## src/rtl/mem_access_unit.sv

```systemverilog
// Load/store initiator between the execute stage and the byte-banked Data_memory.
// Halfword accesses are split into two little-endian byte accesses.
module mem_access_unit #(
    parameter int unsigned DEPTH = 256
) (
    input  logic        clk,
    input  logic        rst_n,
    input  logic        Req_valid,
    output logic        Req_ready,
    input  logic [2:0]  Req_op,
    input  logic [31:0] Req_addr,
    input  logic [31:0] Req_wdata,
    output logic        Rsp_valid,
    output logic [31:0] Rsp_data,
    output logic        Rsp_err,
    output logic [31:0] Mem_Address,
    output logic [31:0] Mem_Write_data,
    output logic [1:0]  Mem_MemWrite,
    output logic [1:0]  Mem_MemRead,
    input  logic [31:0] Mem_Read_data
);

    typedef enum logic [1:0] {IDLE, ACC0, ACC1, RESP} state_e;
    typedef enum logic [2:0] {
        OP_LW  = 3'b000, OP_LB  = 3'b001, OP_LBU = 3'b010, OP_LH = 3'b011,
        OP_LHU = 3'b100, OP_SW  = 3'b101, OP_SB  = 3'b110, OP_SH = 3'b111
    } op_e;
    typedef enum logic [1:0] {STB_NONE = 2'b00, STB_WORD = 2'b01, STB_BYTE = 2'b10} strobe_e;

    localparam logic [32:0] DEPTH_W = 33'(DEPTH);

    function automatic logic is_half(op_e op);
        return (op == OP_LH) || (op == OP_LHU) || (op == OP_SH);
    endfunction

    function automatic logic is_word(op_e op);
        return (op == OP_LW) || (op == OP_SW);
    endfunction

    function automatic logic is_load(op_e op);
        return op inside {OP_LW, OP_LB, OP_LBU, OP_LH, OP_LHU};
    endfunction

    state_e      state_q;
    op_e         op_q;
    logic [31:0] addr_q;
    logic [7:0]  whi_q;
    logic [7:0]  lo_q;

    op_e     req_op;
    strobe_e req_stb;
    logic    req_in_range;

    // Halfword range check uses 33 bits so addr=0xFFFFFFFF cannot wrap into range.
    always_comb begin
        req_op  = op_e'(Req_op);
        req_stb = is_word(req_op) ? STB_WORD : STB_BYTE;
        if (is_half(req_op))
            req_in_range = ({1'b0, Req_addr} + 33'd1) < DEPTH_W;
        else
            req_in_range = {1'b0, Req_addr} < DEPTH_W;
    end

    assign Req_ready = (state_q == IDLE);

    always_ff @(posedge clk or negedge rst_n) begin
        if (!rst_n) begin
            state_q        <= IDLE;
            op_q           <= OP_LW;
            addr_q         <= '0;
            whi_q          <= '0;
            lo_q           <= '0;
            Rsp_valid      <= 1'b0;
            Rsp_data       <= '0;
            Rsp_err        <= 1'b0;
            Mem_Address    <= '0;
            Mem_Write_data <= '0;
            Mem_MemWrite   <= STB_NONE;
            Mem_MemRead    <= STB_NONE;
        end else begin
            Rsp_valid <= 1'b0;
            Rsp_data  <= '0;
            Rsp_err   <= 1'b0;
            unique case (state_q)
                IDLE: begin
                    if (Req_valid) begin
                        op_q   <= req_op;
                        addr_q <= Req_addr;
                        whi_q  <= Req_wdata[15:8];
                        if (req_in_range) begin
                            state_q     <= ACC0;
                            Mem_Address <= Req_addr;
                            if (is_load(req_op)) begin
                                Mem_MemRead <= req_stb;
                            end else begin
                                Mem_MemWrite   <= req_stb;
                                Mem_Write_data <= is_word(req_op) ? Req_wdata
                                                                  : {24'h0, Req_wdata[7:0]};
                            end
                        end else begin
                            state_q   <= RESP;
                            Rsp_valid <= 1'b1;
                            Rsp_err   <= 1'b1;
                        end
                    end
                end
                ACC0: begin
                    lo_q <= Mem_Read_data[7:0];
                    if (is_half(op_q)) begin
                        state_q     <= ACC1;
                        Mem_Address <= addr_q + 32'd1;
                        if (!is_load(op_q))
                            Mem_Write_data <= {24'h0, whi_q};
                    end else begin
                        state_q        <= RESP;
                        Rsp_valid      <= 1'b1;
                        Mem_Address    <= '0;
                        Mem_Write_data <= '0;
                        Mem_MemWrite   <= STB_NONE;
                        Mem_MemRead    <= STB_NONE;
                        case (op_q)
                            OP_LW:   Rsp_data <= Mem_Read_data;
                            OP_LB:   Rsp_data <= {{24{Mem_Read_data[7]}}, Mem_Read_data[7:0]};
                            OP_LBU:  Rsp_data <= {24'h0, Mem_Read_data[7:0]};
                            default: Rsp_data <= '0;
                        endcase
                    end
                end
                ACC1: begin
                    state_q        <= RESP;
                    Rsp_valid      <= 1'b1;
                    Mem_Address    <= '0;
                    Mem_Write_data <= '0;
                    Mem_MemWrite   <= STB_NONE;
                    Mem_MemRead    <= STB_NONE;
                    case (op_q)
                        OP_LH:   Rsp_data <= {{16{Mem_Read_data[7]}}, Mem_Read_data[7:0], lo_q};
                        OP_LHU:  Rsp_data <= {16'h0, Mem_Read_data[7:0], lo_q};
                        default: Rsp_data <= '0;
                    endcase
                end
                RESP: begin
                    state_q <= IDLE;
                end
            endcase
        end
    end

endmodule

```

## config.mk

```make
export PLATFORM = sky130hd
export DESIGN_NAME = mem_access_unit
export DESIGN_NICKNAME = d
export VERILOG_FILES = /design/src/rtl/mem_access_unit.sv
export SDC_FILE = /design/constraint.sdc
export NUM_CORES = 1
export LEC_CHECK = 0
export BUFFER_PORTS_ARGS = -buffer_cell sky130_fd_sc_hd__buf_2
export CAP_MARGIN = 10
export CORE_UTILIZATION = 35
export CTS_BUF_LIST = sky130_fd_sc_hd__clkbuf_8 sky130_fd_sc_hd__clkbuf_16
export CTS_CLUSTER_SIZE = 28
export DETAILED_ROUTE_END_ITERATION = 8
export PLACE_DENSITY = 0.67
export SYNTH_ARGS = -nofsm -noshare
export SYNTH_HDL_FRONTEND = slang
export SYNTH_SLANG_ARGS = --single-unit
```

## constraint.sdc

```tcl
create_clock -name clk -period 6.8 [get_ports clk]
set_input_delay 1.02 -clock clk [delete_from_list [all_inputs] [get_ports clk]]
set_output_delay 1.02 -clock clk [all_outputs]
set_load 0.1 [all_outputs]
```

==> impl_metrics.json, run 1 <==
{
  "fin_crit_ns": 4.251,
  "r2r-end": "Mem_Address[1]",
  "netlist_area_um2": 7966,
  "min_path_cells": 1,
  "synthTopCellsByArea": "dfrtp_1, mux2_2, mux2_4, nand2_1, o2bb2ai_1",
  "die_area_um2": 23370,
  "syn_avg_cell_area_um2": 10.31,
  "die_width_um": 152.9,
  "finalNetCount": 1056,
  "diodes": 0,
  "antenna_found_initial": 0,
  "finalSetupViolations": 0,
  "vias": 6538,
  "slew_headroom_pct": 25.02,
  "yosys.area.top_type": "dfrtp_1",
  "yosysUniqueCellTypes": 53,
  "cts_tree": "done",
  "final.setup.tns_ns": 0,
  "post-place-ws_ns": 2.093,
  "antenna_left": 0,
  "grt_pass1_wl_mm": 34.68,
  "rows": 54,
  "initial_core_util_pct": 36.06,
  "end_kind": "register",
  "finalWorstSetupSlack_ns": 2.549,
  "h-tree-depth": 4,
  "synth_cells": 773,
  "cp_common_cell": "nand4_1",
  "cts_resized": 0,
  "cp_data_required_time_ns": 7.10,
  "hpwl_mm": 14.81,
  "fillCellCount": 2120,
  "holdWs_ns": 0.5057,
  "grt-ovfl-total": 0,
  "cts_buffer_depth": 2,
  "io_pins": 205,
  "cts_buffers": 17,
  "crit_chain": "buf_2, nand4_1, nor3_2, and3_1, nand4_1, a2111oi_2, a41oi_4, buf_4, a211o_2, mux2_4",
  "hp-start": "Mem_Address[19]",
  "routed_wl_mm": 21.39,
  "die_height_um": 152.9,
  "multiInputGateArea_um2": 3830,
  "start_kind": "input pin",
  "post_drt_wl_per_cell_um": 17.22,
  "grt_pass1_vias": 6465,
  "grt_usage_pct": 18.69,
  "reg2regPathDepth": 7,
  "grt_max_degree": 94,
  "drtIter0Drc": 362,
  "outcome": "completed",
  "place_congestion": 0.8371,
  "hp-class": "reg2reg",
  "worst-slew-pin-transition_ns": 1.119,
  "layout.area.seq_um2": 3879,
  "synthFlopType": "dfrtp_1",
  "holdPathEnd": "Mem_Address[19]",
  "met1_usage_pct": 25.29,
  "holdBufCountCts": 0,
  "reg2reg_slack_ns": 3.63,
  "regToRegStartpoint": "state_q[0]",
  "drv_cap": 0,
  "cts.reportedPaths.clkPinSlew_ns": 0.06,
  "crit_fanout": 53,
  "syn-num-nets": 880,
  "ys_warn_count": 0,
  "synth_top_cell_area_share_pct": 48.69,
  "yosysSeqAreaShare_pct": 48.69,
  "met3_usage_pct": 4.707,
  "max_freq_ghz": 0.2353,
  "cts_sinks": 155,
  "cp.arrival_ns": 4.55,
  "remaining_drc_errors": 0,
  "ys_async_sr_fraction_pct": 100.0,
  "port_buffers": 204,
  "core_region_area_um2": 22090,
  "crit_slowest_cell": "a211o_2",
  "postCtsSetupRepairBufs": 0,
  "drive_gt1_share_pct": 36.69,
  "worst_path_largest_cell_delay_ns": 0.72,
  "drt_pass1_iterations": 5,
  "ys_ff_latch": 155,
  "clk_latency_ns": 0.42,
  "synth_edf_count": 0,
  "syn2layout_area_growth_pct": 23.24,
  "via_per_inst": 5.264,
  "rsz0062_at_grt": "no",
  "drv_slew": 0,
  "timing.final.crit_share_pct": 62.51,
  "use_met2_pct": 29.77,
  "clock-skew-final_ns": 0.01193,
  "path_class": "in2reg",
  "final_hold_viol_count": 0,
  "cts_root_buf": "clkbuf_16",
  "grt_busiest_layer": "met2"
}
-- cells in the final DEF (no fill, tap or decap), types with 3 or more instances in the layout --
cell type	count
a21oi_1	35
a22oi_1	10
a31oi_1	4
and2_1	5
and3_1	11
and4_1	9
buf_2	203
buf_4	9
clkbuf_16	17
clkbuf_8	4
clkinv_4	7
dfrtp_1	155
ha_1	5
inv_1	12
mux2_2	61
mux2_4	29
mux2i_1	3
nand2_1	113
nand3_1	27
nand4_1	15
nor2_1	48
nor3_1	3
nor3_2	4
nor4_1	5
o21ai_0	41
o2bb2ai_1	29
o31ai_1	28
or2_2	5
or3_1	3
xnor2_1	12
xor2_1	21
-- layout make-up --
type / count / share of cell area [%]
Clock buffer: 21 / 4.894
Timing Repair Buffer: 213 / 11.15
Tap cell: 280 / 3.568
Clock inverter: 11 / 1.376
Sequential cell: 155 / 39.51
Inverter: 13 / 0.4970
Multi-Input combinational cell: 549 / 39.01
-- how the worst max path moves through the flow --
stage	from	to	slack, ns	cells past startpoint
final	Req_addr[2]	Mem_Address[8]	2.55	10
after CTS	Req_addr[6]	Mem_Address[8]	2.54	10
after global placement	Req_addr[6]	Mem_Address[0]	2.23	10
after floorplan	Req_addr[12]	Mem_Address[10]	3.41	10
after global routing	Req_addr[6]	Mem_Address[0]	2.34	10
after detailed placement	Req_addr[6]	Mem_Address[8]	2.09	10
-- critical path, delay by kind of cell --
kind | cells | cell delay (ns)
compound gates | 3 | 1.40
buf+inv | 2 | 0.42
mux | 1 | 0.45
simple gates | 4 | 1.22
-- cells in the mapped netlist, drive strengths merged (3+ instances only) --
library cell and number:
nand4 16, ha 5, inv 12, mux2 90, xor2 21, a31oi 4
or2 5, and2 5, nand3 27, a21oi 35, clkbuf 49, or3 3
xnor2 12, nor4 5, o21ai 41, nor3 7, o2bb2ai 29, dfrtp 155
and4 9, o31ai 28, buf 7, and3 11, nand2 114, nor2 49
a22oi 10, mux2i 3
-- layer usage --
metal / up-vias / wire [um]
met4: 0 / 332
li1: 3115 / -
met5: - / 0
met2: 204 / 9874
met1: 3195 / 9995
met3: 24 / 1190
-- sequential cells by signal (all words and copies together), names as in the netlist --
signal	cells
Mem_Address	32
Mem_MemRead	2
Mem_MemWrite	2
Mem_Write_data	32
Rsp_data	32
Rsp_err	1
Rsp_valid	1
addr_q	32
lo_q	8
op_q	3
state_q	2
whi_q	8
-- logic make-up after synthesis --
kind of cell	Yosys count	synth area share, %
xor gates and xnor gates	33	3.628
buffers and inverters	69	3.612
DFF	155	48.69
muxes	93	14.47
and+or+nand+nor	256	15.11
adders and majority gates	5	0.7853
AOI/OAI and AO/OA	162	13.71
-- metrics by stage --
step,util [%],area [um2],cells
finish,44.44,9818,1242
global placement,41.65,9203,1210
detailed placement,41.65,9203,1210
floorplan,-,7966,773
global route,44.44,9818,1242
CTS,44.44,9818,1242
Power of run 1 is not shown: default switching activity piles up to over one toggle a cycle in this logic, so the estimate is an artifact.
==> inputs of run 2 (changes only) <==
PLACE_DENSITY = 0.69   (was 0.67)
clock period = 3.8 ns   (was 6.8 ns; I/O delays follow)
==> run 2 against run 1 <==
  * Via count decreased by 0.14%
  * Critical path type unchanged
  * Critical path depth stayed put
  * Largest cell class unchanged
  * Core utilization rose by 0.091 points
  * Sequential share of layout area shrank 0.080 points
  * Non-clock buffer count rose by 4
==> impl_metrics.json, run 2 (synthesized netlist as in run 1, its figures left out) <==
{
  "cts_buffers": 17,
  "final_hold_viol_count": 0,
  "cp.arrival_ns": 3.53,
  "fin_util_pct": 44.53,
  "routed_wl_mm": 21.18,
  "cp_data_required_time_ns": 4.10,
  "drtIter0Drc": 282,
  "drt_pass1_iterations": 5,
  "grt_pass1_wl_mm": 34.32,
  "postCtsSetupRepairBufs": 0,
  "cts_buffer_depth": 2,
  "grt_usage_pct": 18.68,
  "die_width_um": 152.9,
  "rows": 54,
  "slew_headroom_pct": 21.85,
  "via_per_inst": 5.240,
  "cts_sinks": 155,
  "cts.reportedPaths.clkPinSlew_ns": 0.07,
  "die_height_um": 152.9,
  "grt-ovfl-total": 0,
  "drv_slew": 0,
  "diodes": 0,
  "post_drt_wl_per_cell_um": 17.00,
  "die_area_um2": 23370,
  "fin_crit_ns": 3.232,
  "grt_pass1_vias": 6393,
  "initial_core_util_pct": 36.06,
  "clock-skew-final_ns": 0.009073,
  "antenna_left": 0,
  "vias": 6529,
  "drv_cap": 0,
  "syn2layout_area_growth_pct": 23.50,
  "grt_max_degree": 92,
  "cts_resized": 0,
  "worst-slew-pin-transition_ns": 1.168,
  "rsz0062_at_grt": "no",
  "antenna_found_initial": 0,
  "final.setup.tns_ns": 0,
  "timing.final.crit_share_pct": 85.05,
  "place_congestion": 0.8305,
  "core_region_area_um2": 22090,
  "hp-class": "in2async",
  "final_cell_mix": "buf_2, dfrtp_1, nand2_1, mux2_2, nor2_1",
  "remaining_drc_errors": 0,
  "outcome": "completed",
  "finalSetupViolations": 0,
  "path_class": "in2reg",
  "io_pins": 205,
  "end_kind": "register",
  "cts_tree": "done",
  "crit_fanout": 21,
  "reg2regPathDepth": 4,
  "h-tree-depth": 4,
  "drive_gt1_share_pct": 36.85,
  "hpwl_mm": 14.81,
  "clk_latency_ns": 0.42,
  "finalNetCount": 1060,
  "mostFrequentLayoutCell": "buf_2",
  "cts_root_buf": "clkbuf_16",
  "start_kind": "input pin",
  "max_freq_ghz": 0.3094,
  "holdBufCountCts": 0,
  "port_buffers": 204
}
-- run 2: cell type report --
class | instances | area, um2
Fill cell | 2112 | 12260
Sequential cell | 155 | 3879
Multi-Input combinational cell | 549 | 3830
Timing Repair Buffer | 217 | 1137
Clock buffer | 19 | 452.9
Tap cell | 280 | 350.3
Clock inverter | 13 | 140.1
Inverter | 13 | 48.80
-- run 2: metrics by stage --
stage / worst slack [ns] / hold slack, ns / instance area, um2 / cells
floorplan: 0.8555 / 0.2744 / 7966 / 773
finish: 0.5680 / 0.1136 / 9838 / 1246
CTS: 0.5821 / 0.1405 / 9838 / 1246
global route: 0.3366 / 0.1648 / 9838 / 1246
detailed placement: 0.1198 / 0.4908 / 9245 / 1214
global placement: 0.2129 / 0.4862 / 9245 / 1214
-- run 2: critical path, cell delays in order --
cell       delay, ns
buf_2           0.10
nand4_1         0.26
nor3_2          0.56
and3_1          0.28
nand4_1         0.12
a2111oi_2       0.49
a41oi_4         0.16
buf_4           0.24
nor2_2          0.36
mux2_2          0.38
-- run 2: layer usage --
metal	vias to the layer above	part of all wire, %	track usage, %
met5	-	0	0
met1	3210	46	25.00
li1	3117	-	-
met3	19	5.4	4.480
met4	0	1.1	5.435
met2	183	47	30.01
-- run 2: worst paths after layout --
kind                       slack, ns       startpoint                  to
min                             0.11            rst_n  Mem_Write_data[16]
max in group asynchronous       2.76            rst_n     Mem_Address[16]
min in group clk                0.37    Req_wdata[27]  Mem_Write_data[27]
min reg2reg                     0.51  Mem_Address[24]     Mem_Address[24]
max reg2reg                     1.38       state_q[0]           addr_q[9]
max                             0.57      Req_addr[2]   Mem_Write_data[3]
Power of run 2 is left out for the same reason.
==> inputs of run 3 (changes only) <==
ABC_CLOCK_PERIOD_IN_PS = 3800   (was default)
CORE_UTILIZATION = 48   (was 35)
PLACE_DENSITY = 0.86   (was 0.69)
==> run 3 against run 2 <==
  * Fmax increased by 5.1%
  * Non-clock buffer count shrank 1
  * Register-to-register slack got worse by 0.19 ns
  * Wire length decreased by 4.5%
  * First-iteration DRC count increased by 25%
  * Cell count decreased by 5.1%
  * Core utilization is 16 points higher
  * Via count up 1.1%
  * Critical path depth did not move
  * Critical path type unchanged
  * Sequential cell count did not move
  * Clock skew is 0.0015 ns higher
  * Worst hold slack improved by 0.12 ns
==> impl_metrics.json, run 3 (synthesized netlist as in run 1, its figures left out) <==
{
  "drive_gt1_share_pct": 36.79,
  "via_per_inst": 5.583,
  "drv_cap": 0,
  "timing.final.crit_share_pct": 80.93,
  "cts.reportedPaths.clkPinSlew_ns": 0.06,
  "mostFrequentLayoutCell": "buf_2",
  "end_kind": "register",
  "final_cell_mix": "buf_2, dfrtp_1, nand2_1, mux2_2, nor2_1",
  "postCtsSetupRepairBufs": 0,
  "cts_sinks": 155,
  "startpoint": "Req_addr[6]",
  "final.setup.tns_ns": 0,
  "rsz0062_at_grt": "no",
  "finalSetupViolations": 0,
  "routed_wl_mm": 20.22,
  "grt_usage_pct": 24.40,
  "cts_root_buf": "clkbuf_16",
  "rows": 46,
  "die_height_um": 130.8,
  "drtIter0Drc": 352,
  "cts_tree": "done",
  "fin_crit_ns": 3.075,
  "grt-ovfl-total": 0,
  "port_buffers": 204,
  "die_width_um": 130.8,
  "die_area_um2": 17120,
  "path_class": "in2reg",
  "holdBufCountCts": 0,
  "reg2regPathDepth": 7,
  "outcome": "completed",
  "grt_max_degree": 93,
  "h-tree-depth": 4,
  "antenna_left": 0,
  "core_region_area_um2": 16060,
  "syn2layout_area_growth_pct": 22.92,
  "worst-slew-pin-transition_ns": 1.154,
  "vias": 6599,
  "r2r-end": "Mem_Address[10]",
  "max_freq_ghz": 0.3252,
  "cp_data_required_time_ns": 4.10,
  "clk_latency_ns": 0.42,
  "clock-skew-final_ns": 0.01061,
  "cp.arrival_ns": 3.38,
  "slew_headroom_pct": 22.80,
  "hp-class": "in2async",
  "final_hold_viol_count": 0,
  "grt_pass1_vias": 6385,
  "regToRegStartpoint": "state_q[1]",
  "antenna_found_initial": 0,
  "cts_resized": 0,
  "initial_core_util_pct": 49.61,
  "drt_pass1_iterations": 5,
  "post_drt_wl_per_cell_um": 17.11,
  "place_congestion": 0.8474,
  "reg2reg_slack_ns": 1.19,
  "cts_buffers": 17,
  "finalNetCount": 1059,
  "drv_slew": 0,
  "grt_pass1_wl_mm": 31.85,
  "io_pins": 205,
  "crit_fanout": 50,
  "start_kind": "input pin",
  "cts_buffer_depth": 2,
  "remaining_drc_errors": 0,
  "hpwl_mm": 14.11
}
-- run 3: metal layers --
layer | vias to the layer above | GRT usage, % | routed length, um
li1 | 3122 | - | -
met1 | 3169 | 31.66 | 8855
met2 | 261 | 38.75 | 9505
met3 | 47 | 5.293 | 1245
met4 | 0 | 11.97 | 612
met5 | - | 0 | 0
-- run 3: critical path, cell delays in order --
cell	delay, ns
buf_2	0.10
nand4_1	0.23
nor3_2	0.46
and3_1	0.26
nand4_1	0.11
a2111oi_2	0.51
a41oi_4	0.22
buf_4	0.32
nor2_1	0.21
mux2_2	0.36
-- run 3: final cells by class --
| class | count | area, um2 |
|---|---|---|
| Multi-Input combinational cell | 549 | 3830 |
| Inverter | 13 | 48.80 |
| Fill cell | 1320 | 6266 |
| Sequential cell | 155 | 3879 |
| Antenna cell | 1 | 2.502 |
| Tap cell | 216 | 270.3 |
| Clock buffer | 19 | 452.9 |
| Timing Repair Buffer | 216 | 1142 |
| Clock inverter | 13 | 166.4 |
-- run 3: worst max-delay path by stage --
stage,depth (start not counted),endpoint,slack (ns)
floorplan,10,Mem_Address[10],0.86
global placement,10,Mem_MemWrite[1],0.40
detailed placement,10,Mem_MemWrite[1],0.33
CTS,10,Mem_MemWrite[0],0.77
global route,10,Mem_MemWrite[1],0.56
finish,10,Mem_MemWrite[1],0.72
-- run 3: metrics by stage --
| step | util, % | area (um2) | hold slack, ns | worst slack [ns] | cells |
|---|---|---|---|---|---|
| after floorplan | - | 7966 | 0.2744 | 0.8555 | 773 |
| after global placement | 57.11 | 9170 | 0.4850 | 0.3975 | 1149 |
| after detailed placement | 57.11 | 9170 | 0.4893 | 0.3329 | 1149 |
| after CTS | 60.96 | 9789 | 0.2453 | 0.7684 | 1181 |
| after global routing | 60.96 | 9789 | 0.2876 | 0.5552 | 1181 |
| final | 60.98 | 9792 | 0.2299 | 0.7246 | 1182 |
Power of run 3 is left out for the same reason.
